$ cat src/rtl/st7735_spi_receiver_if.sv
// Bundle of the ST7735 panel-side SPI pins and the receive-side consumer
// handshake, so that the receiver and its environment share one port.
interface st7735_spi_receiver_if;
  logic       CS;
  logic       MOSI;
  logic       DC;
  logic       LCD_CLK;
  logic       LCD_RESET_N;
  logic [7:0] RX_DATA;
  logic       RX_IS_DATA;
  logic       RX_VALID;
  logic       RX_READY;
  logic [7:0] LAST_CMD;
  logic [7:0] PARAM_IDX;
  logic       BUSY;
  logic       OVERFLOW;
  logic       FRAME_ERR;
  logic       CLR_FLAGS;

  modport master (
    output CS, MOSI, DC, LCD_CLK, LCD_RESET_N, RX_READY, CLR_FLAGS,
    input  RX_DATA, RX_IS_DATA, RX_VALID, LAST_CMD, PARAM_IDX,
           BUSY, OVERFLOW, FRAME_ERR
  );

  modport slave (
    input  CS, MOSI, DC, LCD_CLK, LCD_RESET_N, RX_READY, CLR_FLAGS,
    output RX_DATA, RX_IS_DATA, RX_VALID, LAST_CMD, PARAM_IDX,
           BUSY, OVERFLOW, FRAME_ERR
  );
endinterface

$ cat src/rtl/st7735_spi_receiver.sv
// SPI (mode 0) byte receiver for an ST7735-style panel link. The SPI pins are
// oversampled by SYSTEM_CLK through synchronizers; completed bytes are tagged
// with DC and queued in a small FIFO, with command/parameter tracking and
// sticky overflow / framing error flags.
module st7735_spi_receiver #(
  parameter int SYNC_STAGES = 2,
  parameter int FIFO_DEPTH  = 4
) (
  input logic                  SYSTEM_CLK,
  input logic                  RST,
  st7735_spi_receiver_if.slave bus
);

  localparam int AW = $clog2(FIFO_DEPTH);
  localparam int WW = $clog2(SYNC_STAGES + 1);
  localparam logic [0:0] ST_IDLE  = 1'b0;
  localparam logic [0:0] ST_SHIFT = 1'b1;

  function automatic logic [7:0] sat_inc8(input logic [7:0] v);
    return (v == 8'hFF) ? v : v + 8'd1;
  endfunction

  logic [SYNC_STAGES-1:0] cs_sync_q, mosi_sync_q, dc_sync_q, clk_sync_q, lrst_sync_q;
  logic                   cs_s, mosi_s, dc_s, clk_s, lrst_s;
  logic                   clk_prev_q, clk_edge;
  logic [WW-1:0]          warm_q;
  logic                   armed_q;
  logic [0:0]             state_q, state_d;
  logic [2:0]             bitcnt_q, bitcnt_d;
  logic [6:0]             shreg_q, shreg_d;
  logic                   byte_done, frame_err_set;
  logic [7:0]             new_byte;
  logic [8:0]             mem_q [FIFO_DEPTH];
  logic [AW-1:0]          wr_ptr_q, rd_ptr_q;
  logic [AW:0]            cnt_q;
  logic                   fifo_empty, fifo_full, pop, push_ok, overflow_set;
  logic [8:0]             head;
  logic [7:0]             last_cmd_q, param_idx_q;
  logic                   overflow_q, frame_err_q;

  // Input synchronizers, reset to the idle levels of the panel link
  always_ff @(posedge SYSTEM_CLK) begin
    if (RST) begin
      cs_sync_q   <= '1;
      mosi_sync_q <= '0;
      dc_sync_q   <= '0;
      clk_sync_q  <= '0;
      lrst_sync_q <= '1;
    end else begin
      cs_sync_q   <= {cs_sync_q[SYNC_STAGES-2:0],   bus.CS};
      mosi_sync_q <= {mosi_sync_q[SYNC_STAGES-2:0], bus.MOSI};
      dc_sync_q   <= {dc_sync_q[SYNC_STAGES-2:0],   bus.DC};
      clk_sync_q  <= {clk_sync_q[SYNC_STAGES-2:0],  bus.LCD_CLK};
      lrst_sync_q <= {lrst_sync_q[SYNC_STAGES-2:0], bus.LCD_RESET_N};
    end
  end

  assign cs_s     = cs_sync_q[SYNC_STAGES-1];
  assign mosi_s   = mosi_sync_q[SYNC_STAGES-1];
  assign dc_s     = dc_sync_q[SYNC_STAGES-1];
  assign clk_s    = clk_sync_q[SYNC_STAGES-1];
  assign lrst_s   = lrst_sync_q[SYNC_STAGES-1];
  assign clk_edge = clk_s & ~clk_prev_q;
  assign new_byte = {shreg_q, mosi_s};

  // Edge-detect history, plus arming: after RST the CS chain holds its reset
  // value until refilled, so a frame may only start once CS has been seen high
  // through a fully refilled chain (a frame cut by RST resumes on a real CS fall)
  always_ff @(posedge SYSTEM_CLK) begin
    if (RST) begin
      clk_prev_q <= 1'b0;
      warm_q     <= '0;
      armed_q    <= 1'b0;
    end else begin
      clk_prev_q <= clk_s;
      if (warm_q != WW'(SYNC_STAGES)) warm_q <= warm_q + WW'(1);
      if (warm_q == WW'(SYNC_STAGES) && cs_s) armed_q <= 1'b1;
    end
  end

  // Frame FSM and bit assembly; panel reset aborts silently
  always_comb begin
    state_d       = state_q;
    bitcnt_d      = bitcnt_q;
    shreg_d       = shreg_q;
    byte_done     = 1'b0;
    frame_err_set = 1'b0;
    if (!lrst_s) begin
      state_d  = ST_IDLE;
      bitcnt_d = 3'd0;
    end else begin
      case (state_q)
        ST_IDLE: begin
          if (!cs_s && armed_q) begin
            state_d  = ST_SHIFT;
            bitcnt_d = 3'd0;
            shreg_d  = 7'd0;
          end
        end
        ST_SHIFT: begin
          if (cs_s) begin
            state_d       = ST_IDLE;
            frame_err_set = (bitcnt_q != 3'd0);
            bitcnt_d      = 3'd0;
          end else if (clk_edge) begin
            shreg_d   = {shreg_q[5:0], mosi_s};
            bitcnt_d  = bitcnt_q + 3'd1;
            byte_done = (bitcnt_q == 3'd7);
          end
        end
        default: state_d = ST_IDLE;
      endcase
    end
  end

  // FSM state registers
  always_ff @(posedge SYSTEM_CLK) begin
    if (RST) begin
      state_q  <= ST_IDLE;
      bitcnt_q <= 3'd0;
      shreg_q  <= 7'd0;
    end else begin
      state_q  <= state_d;
      bitcnt_q <= bitcnt_d;
      shreg_q  <= shreg_d;
    end
  end

  assign fifo_empty   = (cnt_q == '0);
  assign fifo_full    = (cnt_q == (AW+1)'(FIFO_DEPTH));
  assign pop          = !fifo_empty && bus.RX_READY;
  assign push_ok      = byte_done && (!fifo_full || pop);
  assign overflow_set = byte_done && fifo_full && !pop;

  // FIFO storage; contents are qualified by the count, so no reset needed
  always_ff @(posedge SYSTEM_CLK) begin
    if (push_ok) mem_q[wr_ptr_q] <= {dc_s, new_byte};
  end

  // FIFO pointers and occupancy; panel reset flushes
  always_ff @(posedge SYSTEM_CLK) begin
    if (RST || !lrst_s) begin
      wr_ptr_q <= '0;
      rd_ptr_q <= '0;
      cnt_q    <= '0;
    end else begin
      if (push_ok) wr_ptr_q <= wr_ptr_q + AW'(1);
      if (pop)     rd_ptr_q <= rd_ptr_q + AW'(1);
      if (push_ok && !pop)      cnt_q <= cnt_q + (AW+1)'(1);
      else if (pop && !push_ok) cnt_q <= cnt_q - (AW+1)'(1);
    end
  end

  // Command / parameter tracking, updated even when the FIFO drops the byte
  always_ff @(posedge SYSTEM_CLK) begin
    if (RST || !lrst_s) begin
      last_cmd_q  <= 8'h00;
      param_idx_q <= 8'h00;
    end else if (byte_done) begin
      if (!dc_s) begin
        last_cmd_q  <= new_byte;
        param_idx_q <= 8'h00;
      end else begin
        param_idx_q <= sat_inc8(param_idx_q);
      end
    end
  end

  // Sticky error flags; a set event beats a simultaneous clear
  always_ff @(posedge SYSTEM_CLK) begin
    if (RST) begin
      overflow_q  <= 1'b0;
      frame_err_q <= 1'b0;
    end else begin
      if (overflow_set)       overflow_q <= 1'b1;
      else if (bus.CLR_FLAGS) overflow_q <= 1'b0;
      if (frame_err_set)      frame_err_q <= 1'b1;
      else if (bus.CLR_FLAGS) frame_err_q <= 1'b0;
    end
  end

  assign head           = mem_q[rd_ptr_q];
  assign bus.RX_VALID   = !fifo_empty;
  assign bus.RX_DATA    = fifo_empty ? 8'h00 : head[7:0];
  assign bus.RX_IS_DATA = fifo_empty ? 1'b0  : head[8];
  assign bus.LAST_CMD   = last_cmd_q;
  assign bus.PARAM_IDX  = param_idx_q;
  assign bus.BUSY       = ~cs_s;
  assign bus.OVERFLOW   = overflow_q;
  assign bus.FRAME_ERR  = frame_err_q;

endmodule

$ cat src/flat_wrapper.sv
// flat-port wrapper written by rule: the top's interface ports become plain ports
module st7735_spi_receiver_flat 
#(
  parameter int SYNC_STAGES = 2,
  parameter int FIFO_DEPTH  = 4
)
  (SYSTEM_CLK, RST, bus_CS, bus_MOSI, bus_DC, bus_LCD_CLK, bus_LCD_RESET_N, bus_RX_READY, bus_CLR_FLAGS, bus_RX_DATA, bus_RX_IS_DATA, bus_RX_VALID, bus_LAST_CMD, bus_PARAM_IDX, bus_BUSY, bus_OVERFLOW, bus_FRAME_ERR);
  st7735_spi_receiver_if bus_i ();
  input logic SYSTEM_CLK;
  input logic RST;
  input wire logic [$bits(bus_i.CS)-1:0] bus_CS;
  input wire logic [$bits(bus_i.MOSI)-1:0] bus_MOSI;
  input wire logic [$bits(bus_i.DC)-1:0] bus_DC;
  input wire logic [$bits(bus_i.LCD_CLK)-1:0] bus_LCD_CLK;
  input wire logic [$bits(bus_i.LCD_RESET_N)-1:0] bus_LCD_RESET_N;
  input wire logic [$bits(bus_i.RX_READY)-1:0] bus_RX_READY;
  input wire logic [$bits(bus_i.CLR_FLAGS)-1:0] bus_CLR_FLAGS;
  output wire logic [$bits(bus_i.RX_DATA)-1:0] bus_RX_DATA;
  output wire logic [$bits(bus_i.RX_IS_DATA)-1:0] bus_RX_IS_DATA;
  output wire logic [$bits(bus_i.RX_VALID)-1:0] bus_RX_VALID;
  output wire logic [$bits(bus_i.LAST_CMD)-1:0] bus_LAST_CMD;
  output wire logic [$bits(bus_i.PARAM_IDX)-1:0] bus_PARAM_IDX;
  output wire logic [$bits(bus_i.BUSY)-1:0] bus_BUSY;
  output wire logic [$bits(bus_i.OVERFLOW)-1:0] bus_OVERFLOW;
  output wire logic [$bits(bus_i.FRAME_ERR)-1:0] bus_FRAME_ERR;
  assign bus_i.CS = bus_CS;
  assign bus_i.MOSI = bus_MOSI;
  assign bus_i.DC = bus_DC;
  assign bus_i.LCD_CLK = bus_LCD_CLK;
  assign bus_i.LCD_RESET_N = bus_LCD_RESET_N;
  assign bus_i.RX_READY = bus_RX_READY;
  assign bus_i.CLR_FLAGS = bus_CLR_FLAGS;
  assign bus_RX_DATA = bus_i.RX_DATA;
  assign bus_RX_IS_DATA = bus_i.RX_IS_DATA;
  assign bus_RX_VALID = bus_i.RX_VALID;
  assign bus_LAST_CMD = bus_i.LAST_CMD;
  assign bus_PARAM_IDX = bus_i.PARAM_IDX;
  assign bus_BUSY = bus_i.BUSY;
  assign bus_OVERFLOW = bus_i.OVERFLOW;
  assign bus_FRAME_ERR = bus_i.FRAME_ERR;
  st7735_spi_receiver #(.SYNC_STAGES(SYNC_STAGES), .FIFO_DEPTH(FIFO_DEPTH)) u_core (.SYSTEM_CLK(SYSTEM_CLK), .RST(RST), .bus(bus_i));
endmodule
$ cat config.mk
export PLATFORM = sky130hd
export DESIGN_NAME = st7735_spi_receiver_flat
export DESIGN_NICKNAME = d
export VERILOG_FILES = /design/src/rtl/st7735_spi_receiver_if.sv /design/src/rtl/st7735_spi_receiver.sv /design/src/flat_wrapper.sv
export SDC_FILE = /design/constraint.sdc
export NUM_CORES = 1
export LEC_CHECK = 0
export ABC_AREA = 1
export CAP_MARGIN = 40
export CORE_ASPECT_RATIO = 0.75
export CORE_UTILIZATION = 35
export CTS_CLUSTER_DIAMETER = 120
export DETAILED_ROUTE_END_ITERATION = 10
export PLACE_DENSITY_LB_ADDON = 0.15
export RECOVER_POWER = 100
export SLEW_MARGIN = 20
export SYNTH_ARGS = -nofsm -noshare
export SYNTH_HDL_FRONTEND = slang
export SYNTH_SLANG_ARGS = --single-unit
$ cat constraint.sdc
create_clock -name SYSTEM_CLK -period 2.45 [get_ports SYSTEM_CLK]
set_clock_uncertainty 0.2 [all_clocks]
set_input_delay 0.49 -clock SYSTEM_CLK [delete_from_list [all_inputs] [get_ports SYSTEM_CLK]]
set_output_delay 0.49 -clock SYSTEM_CLK [all_outputs]
set_load 0.05 [all_outputs]
==> results.toml <==
[final_layout]
fin_util_pct = 46.2
nets = 474
final.fill_count = 937
drive_above_1_share_pct = 11.3
stdcell_count = 591
diodes = 0
syn_to_final_growth_pct = 26.6

[die]
fp.dieH_um = 89.6
die_w_um = 119
rows = 31
start_util_pct = 36.5
pin_count = 38
core_area_um2 = 9810
dieArea_um2 = 10700

[global_route]
grt_pass1_wl_mm = 11.9
grt_max_degree = 22
antenna_found_initial = 0
first_global_vias = 2420
overflow = 0
grt_util_all_layers_pct = 14.9

[min_path]
hold_path_class = "flip-flop to flip-flop"

[synth]
synth_area_leaders = "edfxtp_1 30%, dfxtp_1 29%, nor2_1 8.1%"
netlist_instances = 397
synthSimpleGateAreaFrac_pct = 19.7
synth_top_family_by_area = "simple AND/OR/NAND/NOR gates"
synth_top_cell_area_share_pct = 30.2
synth_edf_count = 36
synth_xor_area_share_pct = 0
synth_adder_area_share_pct = 4.05
synth-async-reset-ratio_pct = 0
syn-mean-instance-area_um2 = 9.03
synth_compound_area_share_pct = 10.3
syn_area_um2 = 3580
synth_warnings = 0
yosys_register_bits = 88
syn-num-nets = 417
synthMuxAreaShare_pct = 0
yosysTopAreaCell = "edfxtp_1"
ys.flop_type = "dfxtp_1"
synth_cell_types = 26
yosysSeqAreaShare_pct = 59.2

[route]
drt_iter0_drc = 125
drc = 0
wl_mm = 7.31
ant_nets = 0
routedWlPerCell_um = 12.4
vias_per_cell = 4.47
vias = 2644
dr.pass1.iters = 4

[critical_path]
end_kind = "output port"
required_ns = 1.76
crit_path_start_kind = "flip-flop"
path_class = "flip-flop to output port"
cp_max_fo = 9
cp.arrival_ns = 1.64

[pwr]
total_power_uw = 2960
leakagePower_uw = 0.00178
vdd_drop_max_mv = 0.473
powerDensity_nw_per_um2 = 652

[place]
port_buffers = 37
place_hpwl_mm = 5.16
numPlacedInstances = 575
place_congestion = 0.751

[clock_tree]
numClockSinks = 88
htree_num_levels = 3
clock_latency_ns = 0.34
postCtsSetupBuffers = 0
clk_pin_slew_ns = 0.06
cts_buffers = 9
root_buffer = "clkbuf_16"
cts_buffer_depth = 2
cts_tree = "built"

[sta]
fin_crit_sh_pct = 95.2
slew_violations = 0
fmax_mhz = 429
rsz0062_at_grt = "yes"
slew_headroom_pct = 44.1
tightestPinTransition_ns = 0.838
setup_viol = 0
final-hold-violation-count = 0
fin_crit_ns = 2.33

[flow_run]
maxCapViolCount = 0

[run_status]
status = "finished, final reports clean"
==> where the power goes <==
part / internal [uW] / total [uW] / leakage [uW] / switching, uW
clock: 748 / 1310 / 0.000144 / 564
sequential: 1540 / 1560 / 0.000756 / 15.8
combinational: 36.6 / 90.2 / 0.000883 / 53.6
total: 2320 / 2960 / 0.00178 / 633
==> sequential cells by signal, summed over array words and instances, names as in the netlist, named ones only <==
signal	flops
u_core.mosi_sync_q	2
u_core.dc_sync_q	2
u_core.rd_ptr_q	2
u_core.clk_prev_q	1
u_core.bus.PARAM_IDX	8
u_core.mem_q	36
u_core.state_q	1
u_core.shreg_q	7
u_core.lrst_sync_q	2
u_core.bus.OVERFLOW	1
u_core.bus.FRAME_ERR	1
u_core.wr_ptr_q	2
u_core.bus.LAST_CMD	8
u_core.armed_q	1
u_core.cs_sync_q	2
u_core.warm_q	2
u_core.bitcnt_q	3
u_core.clk_sync_q	2
u_core.cnt_q	3
==> worst max-delay path, cell delays in order (launching register included) <==
cell and delay [ns]:
dfxtp_1 0.35, inv_1 0.09, nand3_1 0.18, clkinv_2 0.20, a21oi_1 0.29, buf_12 0.18
==> synth_stat cells, types with 2 or more instances <==
library cell / number
clkbuf_1: 3
a21oi_1: 37
o21ai_0: 30
edfxtp_1: 36
inv_2: 4
nand2_1: 61
clkinv_1: 2
ha_1: 10
nand3_2: 2
nand2_2: 3
buf_2: 3
inv_1: 44
nand4_1: 2
or2_2: 4
dfxtp_1: 52
nand3_1: 17
nor2_1: 77
nor2_4: 2
==> cells in the final DEF (no fill, tap or decap), types with 8 or more instances in the layout <==
| cell type | synthesis | layout |
|---|---|---|
| buf_12 | 0 | 9 |
| a21oi_1 | 37 | 37 |
| clkbuf_16 | 0 | 10 |
| inv_1 | 44 | 47 |
| dfxtp_1 | 52 | 50 |
| edfxtp_1 | 36 | 36 |
| o21ai_0 | 30 | 30 |
| nand3_1 | 17 | 18 |
| buf_4 | 1 | 11 |
| nor2_1 | 77 | 77 |
| dlygate4sd3_1 | 0 | 19 |
| clkdlybuf4s50_1 | 0 | 8 |
| nand2_1 | 61 | 63 |
| ha_1 | 10 | 10 |
==> layer usage <==
metal  routed length [um]  share of wire [%]  vias up  global-route usage (%)
li1                     -                  -     1401                       -
met1                 3660                 50     1196                    18.3
met2                 3260                 45       38                    24.7
met3                  299                4.1        9                    5.30
met4                   88                1.2        0                    4.83
met5                    0                  0        -                       0
==> per-stage QoR <==
| step | setup TNS, ns | area, um2 | worst slack, ns | hold slack, ns |
|---|---|---|---|---|
| after floorplan | -2.42 | 3580 | -0.269 | 0.188 |
| after global placement | -0.0885 | 4290 | -0.0885 | 0.193 |
| after detailed placement | -0.185 | 4290 | -0.132 | 0.195 |
| after CTS | 0 | 4580 | 0.0714 | 0.205 |
| after global routing | -0.227 | 4540 | -0.0452 | 0.214 |
| final | 0 | 4540 | 0.118 | 0.201 |
==> final cells by class <==
type,instances,area [um2],share of cell area [%]
sequential,88,2120,46.8
multi-input combinational,250,1200,26.5
timing repair buffer,55,566,12.5
clock buffer,10,250,5.51
inverter,50,189,4.16
tap,132,165,3.64
clock inverter,6,40.0,0.882
==> path summary, 6_finish.rpt <==
kind         depth (start not counted)  slack [ns]           startpoint             endpoint
min                                  2        0.20  u_core.dc_sync_q[0]  u_core.dc_sync_q[1]
max                                  5        0.12      u_core.cnt_q[0]       bus_RX_DATA[5]
max reg2reg                         14        0.14   u_core.bitcnt_q[0]      u_core.cnt_q[2]
min reg2reg                          2        0.20  u_core.dc_sync_q[0]  u_core.dc_sync_q[1]
==> cell families after synthesis <==
kind of cell	after synthesis
AOI/OAI and AO/OA	70
and+or+nand+nor	169
buffers and inverters	59
DFF	88
adders and majority gates	11
==> repair_timing <==
| action | 4_1_cts | 5_1_grt |
|---|---|---|
| gates resized for setup | 1 | 3 |
| endpoints found under the setup margin | 9 | 8 |
| hold buffers | 0 | 0 |
Power figures use the tool's default switching activity.
==> variant 1 (config.mk and constraints unchanged) <==
`SYNC_STAGES` is set to 2 in 2 places; all go to 8.
--- a/src/rtl/st7735_spi_receiver.sv
+++ b/src/rtl/st7735_spi_receiver.sv
@@ -4,5 +4,5 @@
 // sticky overflow / framing error flags.
 module st7735_spi_receiver #(
-  parameter int SYNC_STAGES = 2,
+  parameter int SYNC_STAGES = 8,
   parameter int FIFO_DEPTH  = 4
 ) (
--- a/src/flat_wrapper.sv
+++ b/src/flat_wrapper.sv
@@ -2,5 +2,5 @@
 module st7735_spi_receiver_flat 
 #(
-  parameter int SYNC_STAGES = 2,
+  parameter int SYNC_STAGES = 8,
   parameter int FIFO_DEPTH  = 4
 )
Behaviour: not the same (Yosys sat finds a counterexample within 4 cycles, from zero or initial values and one cycle with RST high).
==> variant 1 against the original RTL <==
Cell area increased by 29%; clock power increased by 80%; synthesized area increased by 27%; via count increased by 23%; routed wire length increased by 15%; sequential cell count increased by 32; combinational power increased to 13 times the old value; critical path depth decreased by 4; power increased by 90%; worst setup slack got worse by 30 ps.
==> variant 1: results (changes against the original RTL) <==
| Metric | Value |
|---|---|
| Outcome | complete, no violations (unchanged) |
| I/O Buffers | 37 (unchanged) |
| Synth Instances | 493 (was 397) |
| Number of clock buffers inserted by TritonCTS | 17 (was 9) |
| WHS Path Cells | 2 (unchanged) |
| Final setup vio count | 0 (unchanged) |
| Clk_lat worst skew | 400 ps (was 340 ps) |
| Maximum clock insertion buffer count | 2 (unchanged) |
| Leakage power | 2.32 nW (was 1.78 nW) |
| Final HPWL from detailed placement | 5810 um (was 5160 um) |
| EDFF count, synth | 36 (unchanged) |
| 1st-iter DRT viols | 180 (was 125) |
| Tmin final | 2360 ps (was 2330 ps) |
| Crit Path Max Fanout | 4 (was 9) |
| Dpl ws | -129 ps (was -132 ps) |
| Non-filler cells, final | 733 (was 591) |
| Largest net degree at the start of global routing | 54 (was 22) |
| Least-Margin Pin Slew | 911 ps (was 838 ps) |
| Post-placement cell count | 702 (was 575) |
| Distinct cells, synth | 33 (was 26) |
| H-tree depth | 4 (was 3) |
| WP data arrival | 1670 ps (was 1640 ps) |
| FF+latch area | 2770 um2 (was 2120 um2) |
| Fraction of layout cells with a size suffix above 1 | 15.9% (was 11.3%) |
| R2r startpoint | u_core.bitcnt_q[0] (unchanged) |
| CP top delay family | buffers and inverters (unchanged) |
| Area after DPL | 5290 um2 (was 4290 um2) |
| Most area-consuming cells after synthesis | dfxtp_1, edfxtp_1, nor2_1 (was edfxtp_1, dfxtp_1, nor2_1) |
| CP Capture Point | bus_PARAM_IDX[2] (was bus_RX_DATA[5]) |
| First-pass GRT wire length | 14,300 um (was 11,900 um) |
| CP startpoint | u_core.bus.PARAM_IDX[2] (was u_core.cnt_q[0]) |
| Peak VDD IR | 540 uV (was 473 uV) |
| Global-route usage over all layers | 14.0% (was 14.9%) |
| Fill cells | 1,197 (was 937) |
| Final WL | 8430 um (was 7310 um) |
| Cts repair resizes | 3 (was 1) |
| 1st-pass router iterations | 6 (was 4) |
| Sequential-to-total area share from yosys stat | 60.5% (was 59.2%) |
| Nets | 576 (was 474) |
| Reg2reg setup slack | between 100 and 150 ps |
| Post-synth ARST share | 0% (unchanged) |
| Hold_ws | 195 ps (was 201 ps) |
| Vias per inst | 4.43 (was 4.47) |
| Crit path largest cell delay | 900 ps (was 350 ps) |
| Post-Syn Nets | 514 (was 417) |
| Hold wc startpoint | u_core.clk_sync_q[2] (was u_core.dc_sync_q[0]) |
| Final GP Congestion | 0.818 (was 0.751) |
| Worst-path clk slew | about 50 ps |
| Vias in the first global route | 3,024 (was 2,420) |
| Most frequent cells after synthesis | nor2_1, dfxtp_1, inv_1 (was nor2_1, nand2_1, dfxtp_1) |
| Hold EP | u_core.clk_sync_q[3] (was u_core.dc_sync_q[1]) |
| Critical-path top delay cell | dlygate4sd3_1 (was dfxtp_1) |
variant 1: logic make-up after synthesis:
kind of cell	after synthesis	share of synthesized area, %
xor gates and xnor gates	1	0.192
DFF	120	60.5
and+or+nand+nor	200	19.9
buffers and inverters	87	7.79
adders and majority gates	12	3.45
AOI/OAI and AO/OA	73	8.09
variant 1: cell type report:
type                            count  area share (%)
Clock buffer                       24            8.78
Clock inverter                      7            1.09
Inverter                           74            4.86
Multi-Input combinational cell    286            24.8
Sequential cell                   120            47.3
Tap cell                          166            3.55
Timing Repair Buffer               56            9.59
variant 1: metal layers:
layer,vias to the layer above,wire length (um),track usage (%)
li1,1689,-,-
met1,1508,3910,16.4
met2,45,4050,23.4
met3,7,386,4.83
met4,0,89,6.29
met5,-,0,0
variant 1: report_power, final:
group,internal (mW),switching (mW),total (mW)
Clock,1.55,0.813,2.36
Sequential,2.09,0.0254,2.11
Combinational,0.455,0.689,1.14
==> variant 2 (same settings) <==
Made on the original files. Make the reset (`RST`) asynchronous in 4 clocked blocks. Comments in the files are not updated.
--- a/src/rtl/st7735_spi_receiver.sv
+++ b/src/rtl/st7735_spi_receiver.sv
@@ -40,5 +40,5 @@
 
   // Input synchronizers, reset to the idle levels of the panel link
-  always_ff @(posedge SYSTEM_CLK) begin
+  always_ff @(posedge SYSTEM_CLK or posedge RST) begin
     if (RST) begin
       cs_sync_q   <= '1;
@@ -67,5 +67,5 @@
   // value until refilled, so a frame may only start once CS has been seen high
   // through a fully refilled chain (a frame cut by RST resumes on a real CS fall)
-  always_ff @(posedge SYSTEM_CLK) begin
+  always_ff @(posedge SYSTEM_CLK or posedge RST) begin
     if (RST) begin
       clk_prev_q <= 1'b0;
@@ -115,5 +115,5 @@
 
   // FSM state registers
-  always_ff @(posedge SYSTEM_CLK) begin
+  always_ff @(posedge SYSTEM_CLK or posedge RST) begin
     if (RST) begin
       state_q  <= ST_IDLE;
@@ -168,5 +168,5 @@
 
   // Sticky error flags; a set event beats a simultaneous clear
-  always_ff @(posedge SYSTEM_CLK) begin
+  always_ff @(posedge SYSTEM_CLK or posedge RST) begin
     if (RST) begin
       overflow_q  <= 1'b0;
Behaviour: differs if RST is asserted again (counterexample within 4 cycles, from zero or initial values and one cycle with RST high); with RST held inactive, the same outputs for 10 cycles.
==> variant 2 against the original RTL <==
Clock power shrank 9%; worst setup slack lost 31 ps; synthesized area grew 0.80%; sequential cell count is the same; sequential power is essentially flat; power shrank 4.4%; core utilization shrank 0.55 points; count of clock-buffer cells in the layout grew 1; non-clock buffer count is the same; cell area shrank 0.80%; routed wire length shrank 2.5%; critical endpoint is now bus_BUSY; largest power group unchanged.
==> variant 2: results (changes against the original RTL) <==
| Metric | Value |
|---|---|
| Outcome | complete, no violations (unchanged) |
| Routing usage on met1 | 18.9% (was 18.3%) |
| Worst-path clk slew | 60 ps (about the same) |
| Most area-consuming cells after synthesis | edfxtp_1, dfrtp_1, dfxtp_1 (was edfxtp_1, dfxtp_1, nor2_1) |
| GR Layer Usage met2 | 23.4% (was 24.7%) |
| Slew headroom | 30.6% (was 44.1%) |
| Area after DPL | 4310 um2 (was 4290 um2) |
| Post-synthesis adder-cell area fraction | 4.02% (was 4.05%) |
| Signal buffers | 55 (unchanged) |
| Crit path largest cell delay | 700 ps (was 350 ps) |
| Clk_lat worst skew | around 330 ps |
| Crit Path Max Fanout | 4 (was 9) |
| Final instance area | 4500 um2 (was 4540 um2) |
| Seq_cells | 88 (unchanged) |
| Final HPWL from detailed placement | 4960 um (was 5160 um) |
| Met1 wire length | 3370 um (was 3660 um) |
| Post-Syn Nets | 385 (was 417) |
| Fraction of area in registers | 50.3% (was 46.8%) |
| Sw Pwr | 582 uW (was 633 uW) |
| Final non-clock buffer share | 11.6% (was 12.5%) |
| Compound-Gate Fraction of Synth Area | 10.2% (was 10.3%) |
| Grt met3 use | 4.95% (was 5.30%) |
| Post-synth ARST share | 30.7% (was 0%) |
| Vias in the first global route | 2,438 (was 2,420) |
| Clock network area share | 5.73% (was 6.40%) |
| Distinct cells, synth | 29 (was 26) |
| Dpl ws | -235 ps (was -132 ps) |
| Fraction of layout cells with a size suffix above 1 | 11.0% (was 11.3%) |
| ANT cells | 0 (unchanged) |
| Vias | 2,541 (was 2,644) |
| Leakage power | 1.80 nW (was 1.78 nW) |
| Most frequent cells after synthesis | nand2_1, nor2_1, o21ai_0 (was nor2_1, nand2_1, dfxtp_1) |
| Final WL | 7120 um (was 7310 um) |
| Inverters | 40 (was 50) |
| Sequential-to-total area share from yosys stat | 62.6% (was 59.2%) |
| Fill cells | 967 (was 937) |
| WP data arrival | 1670 ps (was 1640 ps) |
| First-pass GRT wire length | 12,100 um (was 11,900 um) |
| Synth Area in XOR/XNOR | 0.242% (was 0%) |
| 1st-iter DRT viols | 130 (was 125) |
| Clock buffer count | 11 (was 10) |
| Final GP Congestion | 0.702 (was 0.751) |
| Met2 wire len | 3330 um (was 3260 um) |
| Met3 WL | 355 um (was 299 um) |
| Share of power burned in registers | 55.3% (was 52.6%) |
| Largest net degree at the start of global routing | 21 (was 22) |
| Global-route usage over all layers | 14.8% (was 14.9%) |
| Nets | 441 (was 474) |
| Peak VDD IR | 453 uV (was 473 uV) |
| Multi-input gate area | 1140 um2 (was 1200 um2) |
| Slew Limit Fails | 0 (unchanged) |
| Number of clock buffers inserted by TritonCTS | 9 (unchanged) |
| Clk pwr share | 42.2% (was 44.4%) |
| Critical-path top delay cell | clkdlybuf4s50_1 (was dfxtp_1) |
| Top-area cell type share of the netlist area | 29.9% (was 30.2%) |
| Multi-input gates | 227 (was 250) |
==> variant 2: metrics by stage <==
stage	hold slack, ps	util [%]	TNS [ps]	std cells	total power [mW]
after floorplan	131	-	-1810	365	1.63
after global placement	133	43.7	-150	542	1.67
after detailed placement	138	43.7	-235	542	1.67
after CTS	152	46.5	0	558	2.89
after global routing	164	45.7	0	558	2.95
final	149	45.7	0	558	2.83
==> variant 2: what timing repair did <==
action / in CTS / in global routing
gates resized for setup: 5 / 5
buffers inserted: 0 / 0
setup endpoints to repair: 10 / 1
pin swaps: 0 / 2
==> variant 2: final timing paths <==
path	startpoint	end	slack, ps	cells after the start
max	u_core.cs_sync_q[1]	bus_BUSY	90	2
min	u_core.clk_sync_q[0]	u_core.clk_sync_q[1]	150	0
max reg2reg	u_core.bitcnt_q[0]	u_core.mem_q[0][4]	180	8
min in group asynchronous	RST	u_core.warm_q[0]	410	2
max in group asynchronous	RST	u_core.bus.OVERFLOW	400	3
min reg2reg	u_core.clk_sync_q[0]	u_core.clk_sync_q[1]	150	0
